`src/rtl/dmem_pkg.sv`:
```
// Shared constants for the data-memory responder: I/O page offsets and STATUS bit layout.
// Optional bus-error reporting is enabled by defining DMEM_BUS_ERR_EN.
package dmem_pkg;

   localparam logic [7:0] FIFO_DATA_OFS = 8'd0;
   localparam logic [7:0] STATUS_OFS    = 8'd1;
   localparam logic [7:0] CYCLE_OFS     = 8'd2;

   localparam int ST_OVF_BIT   = 15;
   localparam int ST_FULL_BIT  = 14;
   localparam int ST_EMPTY_BIT = 13;
   localparam int ST_BERR_BIT  = 12;
   localparam int ST_CNT_W     = 5;

endpackage

```
`src/rtl/dmem_out_fifo.sv`:
```
// Output FIFO drained over a valid/ready stream; keeps a sticky overflow flag for dropped pushes.
// Storage is not reset, only pointers/count/flag are.
module dmem_out_fifo #(
   parameter int DEPTH = 8,
   parameter int W     = 16,
   localparam int AW   = $clog2(DEPTH),
   localparam int CW   = AW + 1
) (
   input  logic          clk,
   input  logic          rst,
   input  logic          i_push,
   input  logic [W-1:0]  i_wdata,
   input  logic          i_ready,
   input  logic          i_ovf_clr,
   output logic [W-1:0]  o_data,
   output logic          o_valid,
   output logic [CW-1:0] o_count,
   output logic          o_full,
   output logic          o_empty,
   output logic          o_ovf
);

   localparam logic [CW-1:0] DEPTH_C = CW'(DEPTH);

   logic [W-1:0]  r_mem [0:DEPTH-1];
   logic [AW-1:0] r_rptr;
   logic [AW-1:0] r_wptr;
   logic [CW-1:0] r_count;
   logic          r_ovf;

   logic w_pop;
   logic w_push_ok;
   logic w_push_drop;

   assign o_empty = (r_count == '0);
   assign o_full  = (r_count == DEPTH_C);
   assign o_valid = !o_empty;
   assign o_count = r_count;
   assign o_ovf   = r_ovf;
   assign o_data  = o_empty ? '0 : r_mem[r_rptr];

   // A pop on a full FIFO frees the head slot at the same edge, so the push may land there.
   assign w_pop       = o_valid && i_ready;
   assign w_push_ok   = i_push && (!o_full || w_pop);
   assign w_push_drop = i_push && !w_push_ok;

   always_ff @(posedge clk) begin
      if (w_push_ok) begin
         r_mem[r_wptr] <= i_wdata;
      end
   end

   always_ff @(posedge clk or negedge rst) begin
      if (!rst) begin
         r_rptr  <= '0;
         r_wptr  <= '0;
         r_count <= '0;
      end else begin
         if (w_push_ok) begin
            r_wptr <= r_wptr + AW'(1);
         end
         if (w_pop) begin
            r_rptr <= r_rptr + AW'(1);
         end
         case ({w_push_ok, w_pop})
            2'b10:   r_count <= r_count + CW'(1);
            2'b01:   r_count <= r_count - CW'(1);
            default: r_count <= r_count;
         endcase
      end
   end

   // Set has priority over clear when both happen in one cycle.
   always_ff @(posedge clk or negedge rst) begin
      if (!rst) begin
         r_ovf <= 1'b0;
      end else if (w_push_drop) begin
         r_ovf <= 1'b1;
      end else if (i_ovf_clr) begin
         r_ovf <= 1'b0;
      end
   end

endmodule

```
`src/rtl/dmem_responder.sv`:
```
// Data-port responder: word RAM plus I/O page (output FIFO, STATUS, free-running CYCLE counter).
// Define DMEM_BUS_ERR_EN to add the sticky bus_err output mirrored in STATUS[12].
module dmem_responder
   import dmem_pkg::*;
#(
   parameter int          RAM_AW     = 8,
   parameter int          FIFO_DEPTH = 8,
   parameter logic [15:0] IO_BASE    = 16'hFF00
) (
   input  logic        clk,
   input  logic        rst,
   input  logic [15:0] Address_dm,
   input  logic [15:0] Data_dm,
   input  logic        MemRead,
   input  logic        MemWrite,
   output logic [15:0] ReadData_dm,
   output logic [15:0] out_data,
   output logic        out_valid,
   input  logic        out_ready
`ifdef DMEM_BUS_ERR_EN
  ,output logic        bus_err
`endif
);

   localparam int RAM_WORDS = 1 << RAM_AW;
   localparam int FIFO_CW   = $clog2(FIFO_DEPTH) + 1;

   logic w_ram_sel;
   logic w_io_page;
   logic w_fifo_sel;
   logic w_status_sel;
   logic w_cycle_sel;
   logic w_unmapped;

   logic [15:0]        r_ram [0:RAM_WORDS-1];
   logic [15:0]        w_ram_rdata;
   logic [15:0]        r_cycle;
   logic [15:0]        w_status;
   logic [15:0]        w_rdata;
   logic [FIFO_CW-1:0] w_fifo_count;
   logic               w_fifo_full;
   logic               w_fifo_empty;
   logic               w_fifo_ovf;
   logic               w_berr_bit;

   // RAM decode wins over the I/O page in case IO_BASE ever overlaps the RAM range.
   assign w_ram_sel    = (Address_dm[15:RAM_AW] == '0);
   assign w_io_page    = !w_ram_sel && (Address_dm[15:8] == IO_BASE[15:8]);
   assign w_fifo_sel   = w_io_page && (Address_dm[7:0] == FIFO_DATA_OFS);
   assign w_status_sel = w_io_page && (Address_dm[7:0] == STATUS_OFS);
   assign w_cycle_sel  = w_io_page && (Address_dm[7:0] == CYCLE_OFS);
   assign w_unmapped   = !(w_ram_sel || w_fifo_sel || w_status_sel || w_cycle_sel);

   always_ff @(posedge clk) begin
      if (MemWrite && w_ram_sel) begin
         r_ram[Address_dm[RAM_AW-1:0]] <= Data_dm;
      end
   end

   assign w_ram_rdata = r_ram[Address_dm[RAM_AW-1:0]];

   dmem_out_fifo #(
      .DEPTH (FIFO_DEPTH),
      .W     (16)
   ) u_out_fifo (
      .clk       (clk),
      .rst       (rst),
      .i_push    (MemWrite && w_fifo_sel),
      .i_wdata   (Data_dm),
      .i_ready   (out_ready),
      .i_ovf_clr (MemWrite && w_status_sel && Data_dm[ST_OVF_BIT]),
      .o_data    (out_data),
      .o_valid   (out_valid),
      .o_count   (w_fifo_count),
      .o_full    (w_fifo_full),
      .o_empty   (w_fifo_empty),
      .o_ovf     (w_fifo_ovf)
   );

   // A store to CYCLE replaces that cycle's increment.
   always_ff @(posedge clk or negedge rst) begin
      if (!rst) begin
         r_cycle <= '0;
      end else if (MemWrite && w_cycle_sel) begin
         r_cycle <= Data_dm;
      end else begin
         r_cycle <= r_cycle + 16'd1;
      end
   end

`ifdef DMEM_BUS_ERR_EN
   logic r_bus_err;
   logic w_berr_set;
   logic w_berr_clr;

   // FIFO_DATA is write-only, so a simultaneous load there is flagged as a bus fault.
   assign w_berr_set = ((MemRead || MemWrite) && w_unmapped)
                     || (MemWrite && MemRead && w_fifo_sel);
   assign w_berr_clr = MemWrite && w_status_sel && Data_dm[ST_FULL_BIT];

   always_ff @(posedge clk or negedge rst) begin
      if (!rst) begin
         r_bus_err <= 1'b0;
      end else if (w_berr_set) begin
         r_bus_err <= 1'b1;
      end else if (w_berr_clr) begin
         r_bus_err <= 1'b0;
      end
   end

   assign bus_err    = r_bus_err;
   assign w_berr_bit = r_bus_err;
`else
   assign w_berr_bit = 1'b0;
`endif

   always_comb begin
      w_status                   = '0;
      w_status[ST_OVF_BIT]       = w_fifo_ovf;
      w_status[ST_FULL_BIT]      = w_fifo_full;
      w_status[ST_EMPTY_BIT]     = w_fifo_empty;
      w_status[ST_BERR_BIT]      = w_berr_bit;
      w_status[FIFO_CW-1:0]      = w_fifo_count;
   end

   always_comb begin
      w_rdata = 16'h0000;
      if (MemRead) begin
         if (w_ram_sel) begin
            w_rdata = w_ram_rdata;
         end else if (w_status_sel) begin
            w_rdata = w_status;
         end else if (w_cycle_sel) begin
            w_rdata = r_cycle;
         end
      end
   end

   assign ReadData_dm = w_rdata;

endmodule

```
`config.mk`:
```
export PLATFORM = sky130hd
export DESIGN_NAME = dmem_responder
export DESIGN_NICKNAME = d
export VERILOG_FILES = /design/src/rtl/dmem_pkg.sv /design/src/rtl/dmem_out_fifo.sv /design/src/rtl/dmem_responder.sv
export SDC_FILE = /design/constraint.sdc
export NUM_CORES = 2
export LEC_CHECK = 0
export CAP_MARGIN = 25
export CELL_PAD_IN_SITES_DETAIL_PLACEMENT = 1
export CELL_PAD_IN_SITES_GLOBAL_PLACEMENT = 2
export CORE_MARGIN = 2
export CORE_UTILIZATION = 30
export CTS_BUF_LIST = sky130_fd_sc_hd__clkbuf_4 sky130_fd_sc_hd__clkbuf_8
export DETAILED_ROUTE_END_ITERATION = 16
export PLACE_DENSITY_LB_ADDON = 0.1
export SETUP_SLACK_MARGIN = 0.02
export SKIP_CTS_REPAIR_TIMING = 1
export SLEW_MARGIN = 10
export SYNTH_ARGS = -nofsm -noshare
export SYNTH_HDL_FRONTEND = slang
export SYNTH_HIERARCHICAL = 1
export SYNTH_MEMORY_MAX_BITS = 65536
export SYNTH_SLANG_ARGS = --single-unit
```
`constraint.sdc`:
```
create_clock -name clk -period 10.5 [get_ports clk]
set_input_delay 3.15 -clock clk [delete_from_list [all_inputs] [get_ports clk]]
set_output_delay 3.15 -clock clk [all_outputs]
set_load 0.05 [all_outputs]
```
# == Word-level counts from Yosys, hierarchy flattened ==
# Memory sizes are Yosys's and may differ from the RTL's.
# Index checks and enable logic that the tools add are counted.
# W data, S select, Z words.
# op_classes
n_addsub,5
n_eq_ne,6
reduce_logical,22
n_mux,13
# op_table
op,count
$mux W16,6
$add A16 B1 Y16 const B,1
$logic_not A8 Y1,2
$logic_and A1 B1 Y1,12
$eq A8 B1 Y1 const B,1
$eq A8 B2 Y1 const B,1
$eq A8 B8 Y1 const B,1
$pmux W4 S2,1
$add A3 B1 Y3 const B,2
$mux W1,6
$add A4 B1 Y4 const B,1
$eq A4 B4 Y1 const B,1
$logic_not A1 Y1,4
$logic_not A4 Y1,1
$reduce_bool A2 Y1,2
$sub A4 B1 Y4 const B,1
$eq A2 B1 Y1 const B,1
$eq A2 B2 Y1 const B,1
$logic_or A1 B1 Y1,1
# totals
reg_bits,27
mem_count,2
input_bits,37
output_inout_bits,33
mem_bits_rw,4224
# memory_table
memory,depth,width,rd,rd_clocked_by_memory_dff,write_ports,line,source
r_ram,256,16,1,0,1,dmem_responder.sv:35,logic [15:0] r_ram [0:RAM_WORDS-1];
u_out_fifo.r_mem,8,16,1,0,1,dmem_out_fifo.sv:25,logic [W-1:0] r_mem [0:DEPTH-1];

# == Logic depth before layout (Yosys ltp) ==
# depth
ltp_word,9
ltp_mapped,18
depth_no_buf,12

# == Modules after synthesis ==
# The synthesis kept the hierarchy.
# modules_own_cells
mod,area_per_inst_um2,n_inst,cells_each,seq_area_each_um2
dmem_responder,158812.3,1,7133,123398.3
dmem_out_fifo,5485.3,1,267,4119.0

# == Worst setup path after synthesis ==
# OpenSTA, ideal clock, no wires.
# synth_path
kind,in2out
startpoint,input port Address_dm[1]
endpoint,output port ReadData_dm[8]
cell_stages,12
required_time_ns,7.350
arrival_time_ns,6.081
setup_slack_ns,1.269
path_buffers,6
path_cell_list,buf_2 buf_4 buf_2 buf_4 buf_2 buf_2 nand2_1 a32oi_1 o21ai_0 a21oi_1 nand3_1 a211oi_1
# synth_between
elab_chain_len,6
elab_cells_between_ends,9
# synth_lines
element,line,source
from (decl),dmem_responder.sv:12,"input logic [15:0] Address_dm,"
"parallel branches: the longest is 4 deep, another holds $mem_v2 Z256 W16",-,
$mux W16 *,dmem_responder.sv:129,if (w_ram_sel) begin
$mux W16 *,dmem_responder.sv:128,if (MemRead) begin
to (decl),dmem_responder.sv:16,"output logic [15:0] ReadData_dm,"
# Every way passes the cells marked *.

# == Worst setup path after layout ==
# layout_path
startpoint,input port Address_dm[2]
endpoint,output port ReadData_dm[6]
# Same word-level chain as after synthesis.

==> key figures <==
Logic synthesis
  • YS warnings: 6
  • Seq/Total Area, Yosys: 77.6%
  • Area leader, netlist: edfxtp_1
  • Synth top area cells: edfxtp_1 (77%), mux4_2 (14%), mux2i_1 (2.0%)
  • Cell Area, Synth: 164000 µm²
  • Post-Syn Nets: ~7400
  • Top FF cell, synth: edfxtp_1
  • Synth Area in Compound Gates: between 2 and 2.5%
  • EDFF count, synth: about 4200
  • Top cell type's share of synthesized area: approximately 77%
  • Yosys cell types: 72
  • Cells after synthesis: 7400
  • Synth Area per Inst: 22.2 µm²
  • Post-synth top cells: edfxtp_1 (4224), mux4_2 (1037), nor2_1 (344)
  • Async S/R FF share, synth: less than 1%
  • Mux contribution to synthesized area: between 15 and 20%
  • Largest family of logic cells by synthesized area: multiplexers
  • Synthesized flop and latch total: roughly 4300
  • Top-count cell post-synth: edfxtp_1
  • Synth Area in Simple Gates: between 2 and 2.5%
  • Post-Synth Adder-Cell Area: less than 1%
  • Synth Area in XOR/XNOR: less than 1%

Setup path
  • Worst Path Required: 7.35 ns
  • CP cell instances: buf_6 > buf_4 > nor2b_4 > buf_12 > buf_4 > a22oi_1 > nand2_1 > o211ai_1 > o21ai_0 > o22ai_2 > buf_12 > buf_12
  • Arrival @ worst endpoint: roughly 7.5 ns
  • Crit Path Max Fanout: 27
  • Crit end category: output port
  • R2r setup slk: 7.17 ns
  • Worst setup SP type: input pin
  • CP Buf/Inv Count: 6
  • CP most frequent cell: buf_12
  • CP top delay family: compound AO/OA/AOI/OAI gates
  • Largest stage delay, worst path: approximately 0.96 ns
  • Slowest CP cell: o211ai_1
  • Critical path class: input pin to output port

STA
  • Skew final: ~0.045 ns
  • Final period util: 101%
  • Period minus WS final: 10.66 ns
  • Final setup vio count: 1
  • Max_slew headroom: between 10% and 20%
  • RSZ-0062 raised after global routing: false
  • Worst-margin pin slew: approximately 1.2 ns
  • Pins Over Slew Limit: 0
  • Min setup slack post-route: -0.157 ns
  • Final hold viol count: 0
  • Min Hold Slack: about 0.52 ns
  • Fmax achieved: 0.0938 GHz

Finish
  • Final core occ: between 30% and 40%
  • Share of post-route cells with drive strength above 1: a little over a third
  • Filler instances: 52800
  • Net count, final: 8557
  • Area grow syn2layout: 18.0%

Global routing
  • Global-route wire length before repair: 791000 µm
  • Number of global-route vias before repair: 89300
  • Initial antenna violation count: between 50 and 60
  • Gr ovfl total: 0
  • GR Util All Layers: 20.8%
  • Largest net degree at the start of global routing: 144

Clocking
  • Num CTS Buffers: ~750
  • CTS tree: yes
  • Root Driver: clkbuf_8
  • Clock transition at the registers of the reported paths: ~0.06 ns
  • H-tree Lvls: 6
  • Clock Tree Buf Depth: 4
  • Clk sink count: between 4000 and 5000
  • Later-pin clock latency in the skew report: ~1.3 ns

Die
  • Initial Utilization: between 30 and 40%
  • Cell row count: 271
  • Die H: about 740 µm
  • Die ar.: around 550000 µm²
  • Core Region: 545000 µm²
  • Die Span X: between 700 and 800 µm
  • I/O pin count: 70

Power
  • Leak Pwr: a little over 60 nW
  • Post-layout power: around 36 mW
  • Largest vdd supply drop: around 0.13 mV
  • P per Cell Area: ~190 nW/µm²

Run status
  • Violated checks: setup timing
  • Status: complete, but fails checks

Detailed routing
  • Routed vias/inst: 5.14
  • Drt pass-1 iters: 6
  • Detailed Route Iter0 Violations: between 8000 and 9000
  • Post-Route WL: ~580000 µm
  • Post-DRT Antenna Nets: 0
  • Residual DRC: 0
  • Routed len/inst: roughly 36 µm
  • Via count: roughly 84000

Min path
  • Tightest Hold Check Type: flip-flop to flip-flop

Placed design
  • Pre-CTS WS: -0.472 ns
  • Port buffer count: 69
  • Placer congestion estimate: 0.791
  • Hpwl dp: roughly 370000 µm

Job
  • Max-Cap Viols: 0
## final cells by class
type                       count  area, µm²  share of cell area, %
clock inverter               352       2230                   1.15
tap                         7234       9050                   4.67
sequential                  4251     128000                   65.8
antenna                       23       57.6                 0.0297
multi-input combinational   2702      35400                   18.3
timing repair buffer         796       7410                   3.82
inverter                      11       55.1                 0.0284
clock buffer                 983      12100                   6.25
## final timing paths
| path | start | end | depth (start not counted) |
|---|---|---|---|
| max | Address_dm[2] | ReadData_dm[6] | 12 |
| min in group asynchronous | rst | u_out_fifo/r_rptr[0]$_DFFE_PN0P_ | 1 |
| max reg2reg | u_out_fifo/o_count[1]$_DFFE_PN0P_ | u_out_fifo/o_count[2]$_DFFE_PN0P_ | 10 |
| max in group asynchronous | rst | u_out_fifo/o_count[2]$_DFFE_PN0P_ | 2 |
| min | r_cycle[0]$_DFF_PN0_ | r_cycle[0]$_DFF_PN0_ | 1 |
| min reg2reg | r_cycle[0]$_DFF_PN0_ | r_cycle[0]$_DFF_PN0_ | 1 |
## cells by family (layout without fill, tap and decap cells)
family / after synthesis / after routing
AOI/OAI and AO/OA: 533 / 533
DFF: 4251 / 4251
adders and majority gates: 6 / 6
xor gates and xnor gates: 23 / 23
other: 0 / 23
and+or+nand+nor: 749 / 749
muxes: 1391 / 1391
buffers and inverters: 447 / 2142
## placed cells by master (no fill, tap or decap), types with 60 or more instances in the layout
| cell | count |
|---|---|
| clkinv_1 | 212 |
| nand2_1 | 147 |
| nor2_2 | 205 |
| buf_12 | 85 |
| mux4_2 | 1037 |
| edfxtp_1 | 4224 |
| clkbuf_4 | 225 |
| a22oi_1 | 128 |
| nor2_1 | 112 |
| clkbuf_8 | 758 |
| nand3_1 | 98 |
| buf_4 | 644 |
| mux2i_1 | 327 |
| clkinv_2 | 78 |
| a21oi_1 | 60 |
## through the flow
step,instances,area (µm²),setup TNS [ns]
4_1_cts,16300,194000,-1.34
3_3_place_gp,15000,179000,-3.27
2_1_floorplan,7400,164000,0
6_report,16400,194000,-0.157
5_1_grt,16300,194000,0
3_5_place_dp,15000,179000,-1.23
## per-layer routing
layer  wire (µm)  vias to the layer above  GRT usage, %
met4       12600                        2          4.53
met3       30100                      702          3.23
met5          13                        -             0
li1            -                    33800             -
met2      275000                     2488          33.4
met1      265000                    47000          29.8
## sequential cells by signal (all words and copies together) (netlist names)
register	cells
r_ram	4096
u_out_fifo/r_mem	128
u_out_fifo/o_count	4
r_cycle	16
u_out_fifo/o_ovf	1
u_out_fifo/r_rptr	3
u_out_fifo/r_wptr	3
## where the power goes
part           switching [mW]  internal [mW]  leakage (nW)  total, mW
Clock                    7.20           7.82          7.58       15.0
Combinational            1.71          0.891          15.1       2.60
Sequential             0.0285           18.7          38.3       18.7
Total                    8.94           27.4          61.0       36.3
(Power assumes the default switching activity.)
